## config.mk

```make
export PLATFORM = sky130hd
export DESIGN_NAME = hx8352_pixel_streamer
export DESIGN_NICKNAME = d
export VERILOG_FILES = /design/src/rtl/hx8352_pixel_streamer.sv
export SDC_FILE = /design/constraint.sdc
export NUM_CORES = 1
export LEC_CHECK = 0
export ABC_CLOCK_PERIOD_IN_PS = 2960
export CAP_MARGIN = 30
export CORE_AREA = 2 2 94 96
export DETAILED_ROUTE_END_ITERATION = 16
export DIE_AREA = 0 0 96 98
export PLACE_DENSITY = 0.73
export SYNTH_ARGS = -nofsm -noshare
export SYNTH_HDL_FRONTEND = slang
export SYNTH_SLANG_ARGS = --single-unit
```

## constraint.sdc

```tcl
create_clock -name clk -period 2.96 [get_ports clk]
set_input_delay 0.444 -clock clk [delete_from_list [all_inputs] [get_ports clk]]
set_output_delay 0.444 -clock clk [all_outputs]
set_load 0.005 [all_outputs]
```

## src/rtl/hx8352_pixel_streamer.sv

```systemverilog
// Test-pattern pixel source for the HX8352 LCD controller.
// Streams one H_RES x V_RES RGB565 frame per accepted start over a valid/ready
// handshake. Supported patterns are solid, colour bars, checkerboard and gradient.
module hx8352_pixel_streamer #(
    parameter int unsigned H_RES      = 240,
    parameter int unsigned V_RES      = 400,
    parameter int unsigned BARS       = 8,
    parameter int unsigned CHECK_LOG2 = 4
) (
    input  logic        clk,
    input  logic        n_rst,
    input  logic        init_done,
    input  logic        start,
    input  logic [1:0]  mode,
    input  logic [15:0] fg_color,
    input  logic        pixel_ready,
    output logic        pixel_valid,
    output logic [15:0] pixel_data,
    output logic        frame_first,
    output logic        frame_done,
    output logic        busy,
    output logic [8:0]  x,
    output logic [8:0]  y
);

    // Reject geometries that the 9-bit coordinates or the bar sub-counter cannot represent.
    if (H_RES == 0 || H_RES > 512 || V_RES == 0 || V_RES > 512) begin : g_bad_res
        $error("hx8352_pixel_streamer: H_RES and V_RES must be in 1..512");
    end
    if (BARS != 8 || (H_RES % BARS) != 0) begin : g_bad_bars
        $error("hx8352_pixel_streamer: BARS must be 8 and must divide H_RES");
    end
    if (CHECK_LOG2 > 8) begin : g_bad_check
        $error("hx8352_pixel_streamer: CHECK_LOG2 must index a 9-bit coordinate");
    end

    localparam int unsigned BarWidth = H_RES / BARS;
    localparam logic [8:0]  XLast    = 9'(H_RES - 1);
    localparam logic [8:0]  YLast    = 9'(V_RES - 1);
    localparam logic [8:0]  BarLast  = 9'(BarWidth - 1);

    typedef enum logic [0:0] {StIdle, StStream} state_e;

    state_e      state;
    logic [1:0]  mode_q;
    logic [15:0] fg_q;
    logic [8:0]  bar_cnt;
    logic [2:0]  bar_idx;

    logic [8:0]  x_nxt, y_nxt, cnt_nxt;
    logic [2:0]  idx_nxt;
    logic [1:0]  mode_sel;
    logic [15:0] fg_sel, bar_color, pix_nxt;
    logic        last_col, last_pix, start_ok;

    assign last_col = (x == XLast);
    assign last_pix = last_col && (y == YLast);
    // A start in the frame_done cycle is dropped so a frame always ends with one idle cycle.
    assign start_ok = start && init_done && !frame_done;

    // Coordinates and bar position of the pixel that follows the current one.
    always_comb begin
        x_nxt    = x;
        y_nxt    = y;
        cnt_nxt  = bar_cnt;
        idx_nxt  = bar_idx;
        mode_sel = mode_q;
        fg_sel   = fg_q;
        if (state == StIdle) begin
            // The first pixel is built from the live inputs, latched on the same edge.
            x_nxt    = '0;
            y_nxt    = '0;
            cnt_nxt  = '0;
            idx_nxt  = '0;
            mode_sel = mode;
            fg_sel   = fg_color;
        end else if (last_col) begin
            x_nxt   = '0;
            y_nxt   = y + 9'd1;
            cnt_nxt = '0;
            idx_nxt = '0;
        end else begin
            x_nxt = x + 9'd1;
            if (bar_cnt == BarLast) begin
                cnt_nxt = '0;
                idx_nxt = bar_idx + 3'd1;
            end else begin
                cnt_nxt = bar_cnt + 9'd1;
            end
        end
    end

    // Colour bar palette and pattern mux for the next pixel.
    always_comb begin
        bar_color = 16'h0000;
        unique case (idx_nxt)
            3'd0: bar_color = 16'hFFFF;
            3'd1: bar_color = 16'hFFE0;
            3'd2: bar_color = 16'h07FF;
            3'd3: bar_color = 16'h07E0;
            3'd4: bar_color = 16'hF81F;
            3'd5: bar_color = 16'hF800;
            3'd6: bar_color = 16'h001F;
            3'd7: bar_color = 16'h0000;
            default: bar_color = 16'h0000;
        endcase
        pix_nxt = fg_sel;
        case (mode_sel)
            2'd0: pix_nxt = fg_sel;
            2'd1: pix_nxt = bar_color;
            2'd2: pix_nxt = (x_nxt[CHECK_LOG2] ^ y_nxt[CHECK_LOG2]) ? ~fg_sel : fg_sel;
            default: pix_nxt = {x_nxt[7:3], y_nxt[8:3], x_nxt[7:3]};
        endcase
    end

    // Frame FSM with registered handshake, coordinates and status outputs.
    always_ff @(posedge clk) begin
        if (!n_rst) begin
            state       <= StIdle;
            mode_q      <= 2'd0;
            fg_q        <= 16'h0000;
            bar_cnt     <= '0;
            bar_idx     <= '0;
            pixel_valid <= 1'b0;
            pixel_data  <= 16'h0000;
            frame_first <= 1'b0;
            frame_done  <= 1'b0;
            busy        <= 1'b0;
            x           <= '0;
            y           <= '0;
        end else begin
            frame_done <= 1'b0;
            case (state)
                StIdle: begin
                    if (start_ok) begin
                        mode_q      <= mode;
                        fg_q        <= fg_color;
                        x           <= x_nxt;
                        y           <= y_nxt;
                        bar_cnt     <= cnt_nxt;
                        bar_idx     <= idx_nxt;
                        pixel_data  <= pix_nxt;
                        pixel_valid <= 1'b1;
                        frame_first <= 1'b1;
                        busy        <= 1'b1;
                        state       <= StStream;
                    end
                end
                StStream: begin
                    if (!init_done) begin
                        // Abort: drop the frame silently, no frame_done.
                        pixel_valid <= 1'b0;
                        frame_first <= 1'b0;
                        busy        <= 1'b0;
                        x           <= '0;
                        y           <= '0;
                        bar_cnt     <= '0;
                        bar_idx     <= '0;
                        state       <= StIdle;
                    end else if (pixel_ready) begin
                        if (last_pix) begin
                            pixel_valid <= 1'b0;
                            frame_first <= 1'b0;
                            busy        <= 1'b0;
                            frame_done  <= 1'b1;
                            x           <= '0;
                            y           <= '0;
                            bar_cnt     <= '0;
                            bar_idx     <= '0;
                            state       <= StIdle;
                        end else begin
                            x           <= x_nxt;
                            y           <= y_nxt;
                            bar_cnt     <= cnt_nxt;
                            bar_idx     <= idx_nxt;
                            pixel_data  <= pix_nxt;
                            frame_first <= 1'b0;
                        end
                    end
                end
                default: state <= StIdle;
            endcase
        end
    end

endmodule

```

==> summary.md, run 1 <==
| Metric | Value |
|---|---|
| Status | finished, final reports clean |
| Gpl congestion | slightly below 0.9 |
| Global Route met3 Usage | 0.0363 |
| Most repeated library cell on the critical path | a21oi_2 |
| Met1 usage | 0.331 |
| Clock sink count | 68 |
| Primary FF master, synth | dfxtp_1 |
| H-tree levels | 3 |
| Gr busiest metal | met2 |
| Worst relative slew slack | 0.503 |
| Clock slew at reported path FFs | 0.07 ns |
| Fin crit period | 2.53 ns |
| Port Buffers | 60 |
| Type of the tightest min-delay check | flop to flop |
| FF+latch count, synth | a little under 70 |
| Vias per cell | approximately 5.8 |
| Post-DP HPWL | 7680 µm |
| Die Wd | 96 µm |
| Synth warn | 0 |
| Most frequent cells in the layout | nand2_1, dfxtp_1, clkdlybuf4s50_1, o21ai_0, a21oi_1 |
| Pre-Repair DR Iteration Count | 5 |
| Cells after synthesis | about 510 |
| Finished Core Util | 0.584 |
| Overall power | just under 0.002 W |
| Number of flops mapped to enable cells by yosys | 0 |
| Fraction of layout cells with a size suffix above 1 | 0.0716 |
| Final Cycle Share | 0.856 |
| CP cell instances | ha_1, or4b_4, or4_1, a21oi_2, a21oi_2, o31ai_1, a31oi_1 |
| Remaining global-route overflow | 0 |
| Drt wl/cell | 15.9 µm |
| Leakage | ~1.8 nW |
| Hold_sp | fg_q[5] |
| Post_cts resized | 0 |
| Total Routing Usage GR | 0.242 |
| Setup Buffers After CTS | 0 |
| Crit-path slowest cell | or4_1 |
| Commonest non-fill, non-tap cell in the layout | nand2_1 |
| Bufs on Longest Clock Path | 2 |
| Area of the multi-input gates | 2520 µm² |
| Core area | 8470 µm² |
| RSZ-0062 raised after global routing | no |
| Non-filler cells, final | between 600 and 700 |
| First-pass GRT wire length | about 18,000 µm |
| Syn_area_per_cell | 7.93 µm² |
| Max-slew violations | 0 |
| Die height | about 98 µm |
| CTS root buffer | clkbuf_8 |
| Worst-path maximum fanout | 7 |
| Filler instances | 758 |
| CTS Buf Count | 9 |
| Max_cap viols | 0 |
| Hold Buf Count CTS | 0 |
| Drc violations | 0 |
| Routed wire length | between 10,000 and 15,000 µm |
| Register area | ~1400 µm² |
| Vias | 3,959 |
| Endpoints failing hold | 0 |
| Antenna diode instance count | 0 |
| Initial antenna violation count | 0 |
| Largest net degree at the start of global routing | 64 |
| Syn_nets | 542 |
| Pwr dens | 401 nW/µm² |
| Crit path kind | flop to flop |
| Register area share after synthesis | 0.334 |
| Clk Latency, worst-skew pair | 0.34 ns |
| Setup crit start kind | flop |
| Distinct cells, synth | between 50 and 60 |
| Post-DRT Antenna Nets | 0 |
| Setup violators final | 0 |
| Layout area overhead | 21.3% |
| Post-synthesis async set-or-reset flop share | 0 |
| Worst Setup SP | bar_cnt[0] |
| Worst R2R Start | bar_cnt[0] |
| Starting Density | 0.481 |
| Worst setup margin | 0.428 ns |
| Reg2Reg Depth | 7 |
| Crit path largest cell delay | approximately 0.52 ns |
| CP required | 3.18 ns |
| Final nets | 596 |
| Fmax | 395 MHz |
| Arr. time, crit path | between 2 and 3 ns |
| Ports | between 60 and 70 |
| Skew final | 0.00742 ns |
| Vias in the first global route | around 3.8k |
| Netlist Area Pre-Place | 4070 µm² |
| TritonCTS clock tree | yes |
| Dpl cells | 665 |
| Met2 global-route usage | 0.372 |
| 1st-iter DRT viols | 223 |
| Pre-CTS WS | 0.495 ns |
| Setup_tns | 0 ns |
| Die footprint | 9410 µm² |
| Peak supply drop | 0.000239 V |
| Worst Hold Depth | 2 |
| CP Capture Type | flop |
| # rows | 34 |
| Worst-margin pin slew | 0.742 ns |
[flip-flops by register name, indices dropped and copies added, names as in the netlist]
signal / count
fg_q: 16
pixel_data: 16
bar_cnt: 9
x: 9
y: 9
bar_idx: 3
mode_q: 2
busy: 1
frame_done: 1
frame_first: 1
state: 1
[path summary, 6_finish.rpt]
path	to	slack, ns
max	pixel_data[5]	0.43
min	fg_q[5]	0.46
max reg2reg	pixel_data[5]	0.43
min reg2reg	fg_q[5]	0.46
[where the power goes]
group          switching, W  internal (W)
clock network      0.000357      0.000351
logic              0.000160      0.000144
registers         0.0000225      0.000948
[worst max-delay path, delay by kind of cell (launching register included)]
| kind | cells | cell delay [ns] |
|---|---|---|
| simple gates | 2 | 0.99 |
| compound gates | 4 | 0.77 |
| flops | 1 | 0.43 |
| fa+ha+maj | 1 | 0.21 |
[per-layer routing]
layer	up-vias	wire (µm)
li1	1951	-
met1	1858	4920
met2	126	5130
met3	24	484
met4	0	308
met5	-	0
[final cells by class]
type                    instances  share of cell area
multi-input cells             406               0.510
flip-flops and latches         68               0.275
repair buffers                 76               0.146
clock buffers                  13              0.0321
well taps                     108              0.0273
inverters                       7             0.00532
clock inverters                 3             0.00430
[cell families after synthesis]
group                    share of synthesized area
AND/OR/NAND/NOR                              0.255
AO/OA/AOI/OAI                                0.236
flip-flops                                   0.334
buffers and inverters                       0.0485
XOR/XNOR                                    0.0666
multiplexers                                0.0448
adder cells (fa/ha/maj)                     0.0154
[through the flow]
stage                     cell area, µm²  hold WS [ns]
after detailed placement            4760         0.458
after floorplan                     4070         0.440
after CTS                           4940         0.469
after global routing                4940         0.490
after global placement              4760         0.448
final                               4940         0.464
[cell usage after synthesis (7+ instances only)]
master	instances	area (µm²)
a21boi_0	22	165
a21oi_1	32	160
a221oi_1	11	96.3
a31oi_1	11	68.8
and3_1	7	43.8
clkbuf_1	19	71.3
dfxtp_1	68	1360
inv_1	7	26.3
mux2i_1	16	160
nand2_1	85	319
nand3_1	15	75.1
nor2_1	26	97.6
nor2b_1	13	81.3
nor3_1	15	75.1
o21ai_0	36	180
xnor2_1	9	78.8
xor2_1	22	193
(Power assumes the default switching activity.)
==> run 2, diff against run 1 <==
CTS_CLUSTER_DIAMETER = 60   (was unset)
==> results of run 2 <==
Same layout as run 1: the final DEF is identical, and so are final timing and power.
